**src/rtl/fsqrt_issue_ctrl.sv**
```systemverilog
// Issue/collect controller wrapped around the fixed-latency, non-stallable fsqrt pipeline.
// Optional invalid-operation flag path enabled by defining FSQRT_NV_FLAG_EN.
module fsqrt_issue_ctrl #(
   parameter int LATENCY = 2,
   parameter int DEPTH   = 4,
   parameter int TAG_W   = 5
) (
   input  logic             clk,
   input  logic             rst,
   input  logic             in_valid,
   output logic             in_ready,
   input  logic [31:0]      in_x,
   input  logic [TAG_W-1:0] in_tag,
   output logic [31:0]      sq_x,
   input  logic [31:0]      sq_y,
   output logic             out_valid,
   input  logic             out_ready,
   output logic [31:0]      out_data,
   output logic [TAG_W-1:0] out_tag,
   output logic             out_nv
);

   localparam int PW = $clog2(DEPTH);
   localparam int CW = $clog2(DEPTH + LATENCY + 1);

   logic [LATENCY-1:0] vld_sr;
   logic [TAG_W-1:0]   tag_sr [LATENCY];
   logic [PW-1:0]      rd_ptr;
   logic [PW-1:0]      wr_ptr;
   logic [CW-1:0]      count;
   logic [CW-1:0]      inflight;

   logic [31:0]        mem_data [DEPTH];
   logic [TAG_W-1:0]   mem_tag  [DEPTH];

   logic fire;
   logic push;
   logic pop;

   // Credits count both queued results and ops still inside fsqrt, so a result never meets a full FIFO.
   always_comb begin
      inflight = '0;
      for (int i = 0; i < LATENCY; i++) begin
         inflight = inflight + CW'(vld_sr[i]);
      end
   end

   assign in_ready  = !rst && ((count + inflight) < CW'(DEPTH));
   assign fire      = in_valid && in_ready;
   assign sq_x      = fire ? in_x : 32'h0;
   assign push      = vld_sr[LATENCY-1];
   assign out_valid = !rst && (count != '0);
   assign pop       = out_valid && out_ready;

   always_ff @(posedge clk) begin
      if (rst) begin
         vld_sr <= '0;
         for (int i = 0; i < LATENCY; i++) begin
            tag_sr[i] <= '0;
         end
         rd_ptr <= '0;
         wr_ptr <= '0;
         count  <= '0;
      end else begin
         vld_sr[0] <= fire;
         tag_sr[0] <= in_tag;
         for (int i = 1; i < LATENCY; i++) begin
            vld_sr[i] <= vld_sr[i-1];
            tag_sr[i] <= tag_sr[i-1];
         end
         if (push) begin
            wr_ptr <= (wr_ptr == PW'(DEPTH - 1)) ? '0 : wr_ptr + PW'(1);
         end
         if (pop) begin
            rd_ptr <= (rd_ptr == PW'(DEPTH - 1)) ? '0 : rd_ptr + PW'(1);
         end
         case ({push, pop})
            2'b10:   count <= count + CW'(1);
            2'b01:   count <= count - CW'(1);
            default: count <= count;
         endcase
      end
   end

   // Storage is not reset; count alone decides what is visible.
   always_ff @(posedge clk) begin
      if (!rst && push) begin
         mem_data[wr_ptr] <= sq_y;
         mem_tag[wr_ptr]  <= tag_sr[LATENCY-1];
      end
   end

   assign out_data = out_valid ? mem_data[rd_ptr] : 32'h0;
   assign out_tag  = out_valid ? mem_tag[rd_ptr]  : '0;

`ifdef FSQRT_NV_FLAG_EN
   logic [LATENCY-1:0] nv_sr;
   logic               mem_nv [DEPTH];
   logic               nv_in;

   // Negative, nonzero and not a NaN: sqrt of it is an invalid operation.
   assign nv_in = in_x[31] && (in_x[30:0] != 31'h0) &&
                  !((in_x[30:23] == 8'hFF) && (in_x[22:0] != 23'h0));

   always_ff @(posedge clk) begin
      if (rst) begin
         nv_sr <= '0;
      end else begin
         nv_sr[0] <= fire && nv_in;
         for (int i = 1; i < LATENCY; i++) begin
            nv_sr[i] <= nv_sr[i-1];
         end
      end
   end

   always_ff @(posedge clk) begin
      if (!rst && push) begin
         mem_nv[wr_ptr] <= nv_sr[LATENCY-1];
      end
   end

   assign out_nv = out_valid ? mem_nv[rd_ptr] : 1'b0;
`else
   assign out_nv = 1'b0;
`endif

endmodule

```
**config.mk**
```make
export PLATFORM = sky130hd
export DESIGN_NAME = fsqrt_issue_ctrl
export DESIGN_NICKNAME = d
export VERILOG_FILES = /design/src/rtl/fsqrt_issue_ctrl.sv
export SDC_FILE = /design/constraint.sdc
export NUM_CORES = 1
export LEC_CHECK = 0
export BUFFER_PORTS_ARGS = -buffer_cell sky130_fd_sc_hd__buf_2
export CORE_AREA = 3 3 149 151
export CTS_CLUSTER_SIZE = 24
export DETAILED_ROUTE_END_ITERATION = 8
export DIE_AREA = 0 0 152 154
export PLACE_DENSITY_LB_ADDON = 0.12
export SETUP_SLACK_MARGIN = 0.5
export SYNTH_ARGS = -nofsm -noshare
export SYNTH_HDL_FRONTEND = slang
export SYNTH_SLANG_ARGS = --single-unit
```
**constraint.sdc**
```tcl
create_clock -name clk -period 2.5 [get_ports clk]
set_input_delay 0.5 -clock clk [delete_from_list [all_inputs] [get_ports clk]]
set_output_delay 0.5 -clock clk [all_outputs]
set_load 0.01 [all_outputs]
```
Yosys cells after proc, flatten, opt, wreduce, memory -nomap -nowiden. Memories as Yosys holds them, arrays and structs flattened. A register that Yosys moved wholly into a read port is not among the register bits. Cells that the tools add are included.

$add $sub $neg: 6. Magnitude comparators: 1. Eq/ne operators: 4. Multiplexer cells: 17. Bitwise gates (word level): 2. Reductions and logical operators: 8.

Operator list (count): $mux 32 (2); $mux 5 (3); $mux 2 (6); $eq 2x2->1 const B (3); $pmux 3 s2 (1); $logic_and 1x1->1 (5); $mux 1 (5); $add 2x1->2 const B (2); $add 3x1->3 const B (1); $add 3x2->3 (1); $lt 3x3->1 const B (1); $reduce_bool 3->1 (1); $sub 3x1->3 const B (1); $add 1x1->2 (1); $eq 2x1->1 const B (1); $or 1x1->1 (2); $reduce_bool 2->1 (1); $logic_not 1->1 (1).

Register bits: 9. RAM bits: 158. Output and inout port bits: 72. Word-level logic and storage cells: 45. Memories: 3.

Memory list: mem_data (depth 4, width 32, read ports 1, clocked after memory_dff 1, wr ports 1, RTL line 33) `logic [31:0] mem_data [DEPTH];`; mem_tag (depth 4, width 5, read ports 1, clocked after memory_dff 1, wr ports 1, RTL line 34) `logic [TAG_W-1:0] mem_tag [DEPTH];`; tag_sr (depth 2, width 5, read ports 2, clocked after memory_dff 0, wr ports 2, RTL line 27) `logic [TAG_W-1:0] tag_sr [LATENCY];`.

Longest topological paths before layout. Gate-level depths: netlist (run 1).

Depth in word-level cells: 6. Mapped depth: 8.

Worst setup path after synthesis (run 1). No wires, ideal clock.

Path type: input port to flip-flop. Start point: input rst. End point: memory mem_data[0][0], enable pin. Library setup time: 0.398 ns. Arrival: 1.779 ns. Slack: 0.324 ns. Cell stages on the path: 3. Buffers on the path: 1. Cells stage by stage: buf_1 -> nor2_1 -> and2_1.

Word-level cells in the longest chain between the ends: 4.

Ends and longest elaborated chain: start: declaration (RTL line 9) `input logic rst,`; $logic_not 1->1 (RTL line 87) `if (!rst && push) begin`; $logic_and 1x1->1 (RTL line 87); $mux 1 (RTL line 87); $mux 1 (not written as such) (RTL line 88) `mem_data[wr_ptr] <= sq_y;`; end: declaration (RTL line 33).

Every way passes these cells.

==> flow_metrics.env, run 1 <==
export IMPL_path_class="flop to output pin"
export IMPL_nets=675
export IMPL_drt_iter0_drc=190
export IMPL_hold_path_depth=2
export IMPL_dp_hpwl_um=9210
export IMPL_via_per_inst=5.09
export IMPL_yosysTopAreaCellShare_pct=60.8
export IMPL_crit_fanout=7
export IMPL_worstPathArrival_ns=1.88
export IMPL_die_w_um=152
export IMPL_min_period_ns=2.38
export IMPL_diodes=0
export IMPL_whs_endpoint="tag_sr[0][3]"
export IMPL_synth_xor_area_share_pct=0.240
export IMPL_grt_pass1_wl_um=25600
export IMPL_die_y_um=154
export IMPL_regToRegEndpoint="count[2]"
export IMPL_cts_root_buf="clkbuf_16"
export IMPL_post_route_util_pct=46.7
export IMPL_min_from="in_tag[3]"
export IMPL_yosys_area_share_simple_pct=7.47
export IMPL_total_leakage_power_nw=3.74
export IMPL_io_buffers=143
export IMPL_insertion_delay_ns=0.42
export IMPL_skew_ns=0.00567
export IMPL_antenna_left=0
export IMPL_synthMuxAreaShare_pct=11.9
export IMPL_max_stage_delay_ns=0.49
export IMPL_place_congestion=0.695
export IMPL_fin_area_um2=9780
export IMPL_die_area_um2=23400
export IMPL_synth_top_cell_by_area="edfxtp_1"
export IMPL_seq_area_frac_synth_pct=66.6
export IMPL_cap_violations=0
export IMPL_cp_cell_sequence="clkbuf_16 -> mux4_2 -> and2_4 -> buf_6"
export IMPL_synth_compound_area_share_pct=8.32
export IMPL_grt_pass1_vias=4619
export IMPL_avgSynthCellArea_um2=16.5
export IMPL_syn_inst=442
export IMPL_rsz0062_at_grt="yes"
export IMPL_rr_startpoint="count[0]"
export IMPL_synth_top_family_by_area="multiplexers"
export IMPL_cts_sinks=169
export IMPL_row_count=53
export IMPL_r2r_slack_ns=0.62
export IMPL_core_area_um2=21000
export IMPL_holdBufCountCts=0
export IMPL_vias=4493
export IMPL_crit_required_ns=2.00
export IMPL_outcome="finished, final reports clean"
export IMPL_multiInputGateArea_um2=2480
export IMPL_cts_tree="built"
export IMPL_grt_max_degree=51
export IMPL_ys_warn_count=0
export IMPL_netlist_top_cells_area="edfxtp_1 (61%), mux4_2 (11%), dfxtp_1 (5.8%), a41o_1 (4.4%), and2_1 (3.5%)"
export IMPL_synth_edf_count=148
export IMPL_tns_ns=0
export IMPL_drc=0
export IMPL_area_delta_synth_final_pct=33.9
export IMPL_async_reset_ff_share_pct=0
export IMPL_peakVddDrop_uv=313
export IMPL_drv_slew=0
export IMPL_syn_area_um2=7310
export IMPL_worstSetupStartpointType="flop"
export IMPL_start_util_pct=34.9
export IMPL_syn_num_nets=523
export IMPL_fin_crit_sh_pct=95.0
export IMPL_synth_flop_cell="edfxtp_1"
export IMPL_place_area_um2=8350
export IMPL_synthAdderAreaFrac_pct=1.47
export IMPL_ios=145
export IMPL_crit_path_end_kind="output pin"
export IMPL_power_density_nw_per_um2=665
export IMPL_grt_overflow=0
export IMPL_netlist_cell_type_count=36
export IMPL_synth_most_common_cell="edfxtp_1"
export IMPL_wirelength_um=16800
export IMPL_setup_viol=0
export IMPL_yosys_top_cells_count="edfxtp_1 (148), and2_1 (41), mux4_2 (37)"
export IMPL_htree_levels=4
export IMPL_max_clock_path_buffers=2
export IMPL_place_ws_ns=0.282
export IMPL_drive_gt1_share_pct=53.5
export IMPL_worst_path_max_delay_cell="mux4_2"
export IMPL_min_path_type="input pin to flop"
export IMPL_synth_seq_cells=169
export IMPL_filler_cell_count=1869
export IMPL_antenna_found_initial=2
export IMPL_hold_viol=0
export IMPL_post_route_worst_setup_slack_ns=0.124
export IMPL_final_seq_area_um2=4870
export IMPL_grt_use_total_pct=14.0
export IMPL_wire_per_inst_um=19.1
export IMPL_fmax_mhz=421
export IMPL_r2r_cells=9
export IMPL_dr_pass1_iters=4
export IMPL_cts_inserted_buffers=17
export IMPL_clk_pin_slew_ns=0.07
## state kept, by name (all words and copies together), names as in the netlist, named ones only
register  count
wr_ptr        2
count         3
tag_sr       10
mem_tag      20
vld_sr        2
mem_data    128
rd_ptr        2
## final cells by class
type / instances / share of cell area (%)
clock buffer: 21 / 5.04
sequential: 169 / 49.8
tap: 275 / 3.52
timing repair buffer: 171 / 14.7
inverter: 7 / 0.269
multi-input combinational: 228 / 25.3
clock inverter: 11 / 1.34
## metrics by stage
step           total power, mW  cells  hold slack [ns]
3_5_place_dp              3.69    833            0.426
5_1_grt                   6.76    882            0.270
4_1_cts                   6.52    876            0.262
3_3_place_gp              3.68    833            0.419
2_1_floorplan             3.49    442            0.414
6_report                  6.51    882            0.287
## metal layers
layer / global-route usage, % / part of all wire, %
met1: 17.9 / 44
met2: 23.2 / 49
met3: 3.63 / 5.1
met4: 4.88 / 1.6
met5: 0 / 0.12
## worst max-delay path by stage
stage	end	slack [ns]	startpoint	depth (start not counted)
6_report	out_data[24]	0.12	flop	4
5_1_grt	sq_x[19]	0.04	count[0]	6
4_1_cts	out_data[12]	0.08	flop	4
3_5_place_dp	sq_x[9]	0.28	count[0]	5
3_3_place_gp	sq_x[6]	0.29	rst	6
2_1_floorplan	sq_x[23]	0.48	count[0]	7
## worst max-delay path, delay by kind of cell (launching register included)
family,cells,cell delay [ns]
muxes,1,0.49
DFF,1,0.47
buffers and inverters,2,0.32
and+or+nand+nor,1,0.17
## layout by cell type (no fill, tap or decap), drive strengths merged
master,instances
and2,45
mux4,37
edfxtp,148
nand3,1
a211oi,32
a21oi,2
bufinv,2
fa,1
nand2,32
conb,1
dfxtp,21
mux2i,1
nor2,8
clkbuf,24
nor3,1
nor3b,2
clkinv,5
a41o,32
o21ai,2
o31ai,2
inv,11
buf,168
nor2b,14
nand4,1
a21o,2
mux2,2
xor2,2
or2,1
ha,7
## cell families (layout without fill, tap and decap cells)
group           count (synthesis)  in the layout
flops                         169            169
compound gates                 71             72
mux                            40             40
xor+xnor                        2              2
other cells                     1              1
fa+ha+maj                       8              8
buf+inv                        49            210
simple gates                  102            105
## power breakdown
group | internal, mW | leakage, nW | switching (mW)
combinational | 0.370 | 1.92 | 0.328
sequential | 3.10 | 1.51 | 0.0248
clock | 1.63 | 0.311 | 1.06
## what timing repair did
action,CTS,global route
buffers inserted,3,2
gates resized for setup,76,51
setup endpoints to repair,71,73
pin swaps,22,21
cloned,8,4
Power figures use the tool's default switching activity.
==> run 2, diff against run 1 <==
--- a/config.mk
+++ b/config.mk
@@ -5,11 +5,11 @@
 export SDC_FILE = /design/constraint.sdc
 export NUM_CORES = 1
 export LEC_CHECK = 0
-export BUFFER_PORTS_ARGS = -buffer_cell sky130_fd_sc_hd__buf_2
 export CORE_AREA = 3 3 149 151
 export CTS_CLUSTER_SIZE = 24
 export DETAILED_ROUTE_END_ITERATION = 8
 export DIE_AREA = 0 0 152 154
+export DONT_BUFFER_PORTS = 1
 export PLACE_DENSITY_LB_ADDON = 0.12
 export SETUP_SLACK_MARGIN = 0.5
 export SYNTH_ARGS = -nofsm -noshare
==> run 2 against run 1 <==
Compared with the run above: die area is the same; maximum frequency grew 1.2%; register-to-register slack lost 0.18 ns; combinational power shrank 15%; flip-flop and latch count is the same; global-route usage grew 0.066 points; final area shrank 6.9%; total power shrank 2.4%; critical endpoint is now sq_x[9]; worst hold slack lost 0.14 ns; first-iteration DRC count shrank 2.6%.
==> flow_metrics.env, run 2 (same netlist as run 1, synthesis figures left out) <==
export IMPL_power_mw=6.35
export IMPL_htree_levels=4
export IMPL_layout_common_cells="edfxtp_1 (148), and2_4 (40), mux4_2 (37)"
export IMPL_drive_gt1_share_pct=42.5
export IMPL_area_delta_synth_final_pct=24.6
export IMPL_drv_slew=0
export IMPL_crit_path_end_kind="output pin"
export IMPL_crit_path_end="sq_x[9]"
export IMPL_worstSetupStartpointType="flop"
export IMPL_via_per_inst=5.29
export IMPL_startpoint="count[0]"
export IMPL_hold_viol=0
export IMPL_ios=145
export IMPL_start_util_pct=34.9
export IMPL_worstPathArrival_ns=1.85
export IMPL_regToRegEndpoint="count[2]"
export IMPL_top_regs="mem_data x128, mem_tag x20, tag_sr x10"
export IMPL_final_seq_area_um2=4870
export IMPL_fin_crit_sh_pct=93.9
export IMPL_fin_area_um2=9110
export IMPL_grt_pass1_vias=4213
export IMPL_min_period_ns=2.35
export IMPL_r2r_slack_ns=0.44
export IMPL_diodes=0
export IMPL_max_clock_path_buffers=2
export IMPL_grt_overflow=0
export IMPL_cap_violations=0
export IMPL_power_density_nw_per_um2=697
export IMPL_core_area_um2=21000
export IMPL_grt_use_total_pct=14.0
export IMPL_dr_pass1_iters=4
export IMPL_tns_ns=0
export IMPL_rr_startpoint="count[0]"
export IMPL_io_buffers=0
export IMPL_place_congestion=0.688
export IMPL_drt_iter0_drc=185
export IMPL_skew_ns=0.00547
export IMPL_worst_slew_pin_slew_ns=0.547
export IMPL_total_leakage_power_nw=3.17
export IMPL_cts_tree="built"
export IMPL_nets=550
export IMPL_peakVddDrop_uv=373
export IMPL_cts_root_buf="clkbuf_16"
export IMPL_place_area_um2=7590
export IMPL_cts_sinks=169
export IMPL_crit_required_ns=2.00
export IMPL_multiInputGateArea_um2=2480
export IMPL_setup_viol=0
export IMPL_regMostFlops="mem_data"
export IMPL_dp_hpwl_um=8660
export IMPL_outcome="finished, final reports clean"
export IMPL_fmax_mhz=426
export IMPL_antenna_left=0
export IMPL_path_class="flop to output pin"
export IMPL_wirelength_um=16500
export IMPL_max_slew_margin_rel_pct=63.6
export IMPL_cts_inserted_buffers=17
export IMPL_vias=4007
export IMPL_min_path_type="input pin to flop"
export IMPL_min_from="rst"
export IMPL_crit_fanout=8
export IMPL_wire_per_inst_um=21.9
export IMPL_insertion_delay_ns=0.42
export IMPL_drc=0
export IMPL_grt_max_degree=67
export IMPL_die_w_um=152
export IMPL_clk_pin_slew_ns=0.06
export IMPL_row_count=53
export IMPL_r2r_cells=11
export IMPL_die_y_um=154
export IMPL_final_common_cell="edfxtp_1"
export IMPL_die_area_um2=23400
export IMPL_rsz0062_at_grt="yes"
export IMPL_filler_cell_count=1901
export IMPL_antenna_found_initial=0
export IMPL_holdBufCountCts=0
export IMPL_largest_register_ffs=128
export IMPL_grt_pass1_wl_um=25100
run 2: changes by cell type in the layout (fill, tap and decap cells not counted), moves of 3 or more:
| cell | previous run | this run |
|---|---|---|
| clkinv_1 | 0 | 3 |
| and2_4 | 35 | 40 |
| buf_4 | 7 | 12 |
| buf_6 | 35 | 11 |
| buf_2 | 109 | 0 |
| and2_1 | 6 | 0 |
run 2: final cells by class:
type / instances / area share, %
clock buffer: 17 / 4.67
timing repair buffer: 48 / 8.62
multi-input combinational: 226 / 27.2
clock inverter: 15 / 1.91
tap: 275 / 3.78
inverter: 7 / 0.289
sequential: 169 / 53.5
run 2: per-layer routing:
layer | wire length [um] | global-route usage [%]
met1 | 6220 | 15.5
met2 | 8860 | 25.1
met3 | 1180 | 5.01
met4 | 281 | 4.84
met5 | 0 | 0
run 2: worst min-delay path by stage:
| stage | end | slack, ns | depth (start not counted) |
|---|---|---|---|
| after floorplan | tag_sr[0][5] | 0.41 | 1 |
| after global placement | tag_sr[0][8] | 0.42 | 1 |
| after detailed placement | tag_sr[0][7] | 0.43 | 1 |
| after CTS | count[0] | 0.12 | 1 |
| after global routing | tag_sr[0][8] | 0.12 | 1 |
| final | count[0] | 0.14 | 1 |
run 2: through the flow:
stage	cells	hold slack, ns	setup WS, ns	util, %
floorplan	442	0.414	0.481	-
global placement	689	0.419	0.541	36.2
detailed placement	689	0.426	0.523	36.2
CTS	748	0.122	0.110	42.6
global route	757	0.119	0.0641	43.5
finish	757	0.144	0.153	43.5
run 2: timing repair:
action | CTS | global route
gates cloned | 10 | 3
pin swaps | 44 | 49
setup endpoints to repair | 71 | 73
setup buffers | 17 | 6
resized for setup | 93 | 28
hold endpoints to repair | 0 | 0
run 2: where the power goes:
group	switching [mW]	internal, mW
Sequential	0.0197	3.10
Combinational	0.265	0.330
Clock	1.06	1.57
Total	1.35	5.00
run 2: worst max-delay path: stages (launching register included):
cell	delay (ns)
dfxtp_2	0.34
ha_4	0.23
a21o_4	0.21
buf_6	0.14
buf_16	0.14
a211oi_2	0.19
a41o_1	0.19
==> run 3, diff against run 2 <==
--- a/config.mk
+++ b/config.mk
@@ -5,10 +5,10 @@
 export SDC_FILE = /design/constraint.sdc
 export NUM_CORES = 1
 export LEC_CHECK = 0
-export CORE_AREA = 3 3 149 151
+export CORE_AREA = 3 3 161 163
 export CTS_CLUSTER_SIZE = 24
 export DETAILED_ROUTE_END_ITERATION = 8
-export DIE_AREA = 0 0 152 154
+export DIE_AREA = 0 0 164 166
 export DONT_BUFFER_PORTS = 1
 export PLACE_DENSITY_LB_ADDON = 0.12
 export SETUP_SLACK_MARGIN = 0.5
==> run 3 against run 2 <==
Compared with the run above: maximum frequency down 0.61%; clock power about the same; total power down 0.14%; first-iteration DRC count up 22%; sequential share of layout area down 0.059 points; setup slack worse by 0.014 ns; critical endpoint is now sq_x[17]; largest power group unchanged.
==> flow_metrics.env, run 3 (same netlist as run 1, synthesis figures left out) <==
export IMPL_outcome="finished, final reports clean"
export IMPL_worstSetupStartpointType="flop"
export IMPL_via_per_inst=4.99
export IMPL_crit_path_end_kind="output pin"
export IMPL_grt_overflow=0
export IMPL_clkPwrFrac_pct=41.2
export IMPL_place_area_um2=7650
export IMPL_regToRegEndpoint="count[1]"
export IMPL_dp_hpwl_um=9520
export IMPL_core_area_um2=24500
export IMPL_max_clock_path_buffers=2
export IMPL_grt_use_total_pct=13.1
export IMPL_combPwrFrac_pct=9.6
export IMPL_drt_iter0_drc=225
export IMPL_die_w_um=164
export IMPL_insertion_delay_ns=0.43
export IMPL_fin_crit_sh_pct=94.5
export IMPL_largest_register_ffs=128
export IMPL_worstPathArrival_ns=1.86
export IMPL_place_congestion=0.672
export IMPL_crit_required_ns=2.00
export IMPL_peakVddDrop_uv=464
export IMPL_met3_usage_pct=4.19
export IMPL_min_from="rst"
export IMPL_filler_cell_count=2269
export IMPL_grt_pass1_wl_um=26500
export IMPL_holdBufCountCts=0
export IMPL_die_y_um=166
export IMPL_post_route_util_pct=37.3
export IMPL_cts_sinks=169
export IMPL_whs_endpoint="count[0]"
export IMPL_antenna_found_initial=0
export IMPL_layout_common_cells="edfxtp_1 (148), and2_4 (42), mux4_2 (37)"
export IMPL_clk_pin_slew_ns=0.07
export IMPL_start_util_pct=29.9
export IMPL_nets=547
export IMPL_max_slew_margin_rel_pct=59.0
export IMPL_instances_no_fill=803
export IMPL_multiInputGateArea_um2=2560
export IMPL_min_path_type="input pin to flop"
export IMPL_row_count=57
export IMPL_total_leakage_power_nw=3.13
export IMPL_setup_viol=0
export IMPL_area_delta_synth_final_pct=24.8
export IMPL_fmax_mhz=423
export IMPL_power_mw=6.34
export IMPL_fin_hold_ws_ns=0.133
export IMPL_antenna_left=0
export IMPL_switching_power_mw=1.43
export IMPL_r2r_cells=10
export IMPL_grt_max_degree=67
export IMPL_htree_levels=4
export IMPL_grt_pass1_vias=4333
export IMPL_top_regs="mem_data x128, mem_tag x20, tag_sr x10"
export IMPL_crit_fanout=8
export IMPL_wirelength_um=17400
export IMPL_min_period_ns=2.36
export IMPL_power_density_nw_per_um2=696
export IMPL_die_area_um2=27200
export IMPL_grt_busiest_layer="met2"
export IMPL_hold_path_depth=1
export IMPL_regMostFlops="mem_data"
export IMPL_vias=4004
export IMPL_wire_per_inst_um=21.7
export IMPL_ios=145
export IMPL_intPower_mw=4.91
export IMPL_diodes=0
export IMPL_r2r_slack_ns=0.59
export IMPL_post_route_worst_setup_slack_ns=0.138
export IMPL_rr_startpoint="count[0]"
export IMPL_fin_area_um2=9120
export IMPL_rsz0062_at_grt="yes"
export IMPL_skew_ns=0.00803
export IMPL_final_seq_area_um2=4870
export IMPL_place_ws_ns=0.194
export IMPL_drv_slew=0
export IMPL_final_common_cell="edfxtp_1"
export IMPL_grtUsageMet1_pct=15.3
export IMPL_worst_slew_pin_slew_ns=0.614
export IMPL_cts_inserted_buffers=17
export IMPL_place_inst=739
export IMPL_power_frac_seq_pct=49.2
export IMPL_io_buffers=0
export IMPL_dr_pass1_iters=4
export IMPL_drive_gt1_share_pct=43.2
export IMPL_swShare_pct=22.5
export IMPL_cap_violations=0
export IMPL_hold_viol=0
export IMPL_path_class="flop to output pin"
export IMPL_drc=0
export IMPL_cts_root_buf="clkbuf_16"
export IMPL_use_met2_pct=22.9
export IMPL_tns_ns=0
export IMPL_cts_tree="built"
[run 3: changes by cell type in the layout (fill, tap and decap cells not counted), moves of 2 or more]
cell | before | now
buf_6 | 11 | 7
inv_6 | 2 | 5
and2_4 | 40 | 42
clkbuf_16 | 19 | 17
clkinv_1 | 3 | 1
nor2_4 | 1 | 3
[run 3: power by group through the flow]
stage	clock [mW]	combinational, mW	sequential (mW)
after floorplan	0	0.327	3.17
after global placement	0	0.362	3.17
after detailed placement	0	0.364	3.17
after CTS	2.68	0.581	3.12
after global routing	2.81	0.653	3.12
final	2.62	0.607	3.12
[run 3: worst max-delay path: stages, from the launching register on]
cell and delay (ns):
dfxtp_2 0.34, ha_4 0.24, a21o_4 0.28, buf_16 0.18
a211oi_2 0.21, a41o_1 0.18
[run 3: how the worst max path moves through the flow]
stage                      end       from  cells past startpoint  slack, ns
CTS                 out_tag[2]       flop                      4        0.1
global route          sq_x[11]  vld_sr[0]                      5       0.08
floorplan             sq_x[23]   count[0]                      7       0.48
detailed placement    sq_x[11]        rst                      3       0.19
global placement       sq_x[0]        rst                      3       0.27
finish                sq_x[17]  vld_sr[0]                      5       0.14
[run 3: timing repair]
| action | in CTS | in global routing |
|---|---|---|
| endpoints found under the setup margin | 71 | 106 |
| gates cloned | 15 | 0 |
| gates resized for setup | 86 | 34 |
| pin swaps | 53 | 23 |
| buffers inserted | 11 | 6 |
[run 3: layer usage]
metal,part of all wire (%),up-vias
met1,40,2040
met2,52,143
met3,7.1,16
li1,-,1805
met4,1.3,0
met5,0,-
[run 3: layout make-up]
class                   instances  area share (%)
well taps                     324            4.45
clock buffers                  17            4.67
inverters                       7           0.288
clock inverters                15            1.81
repair buffers                 40            7.19
flip-flops and latches        169            53.5
multi-input cells             231            28.1
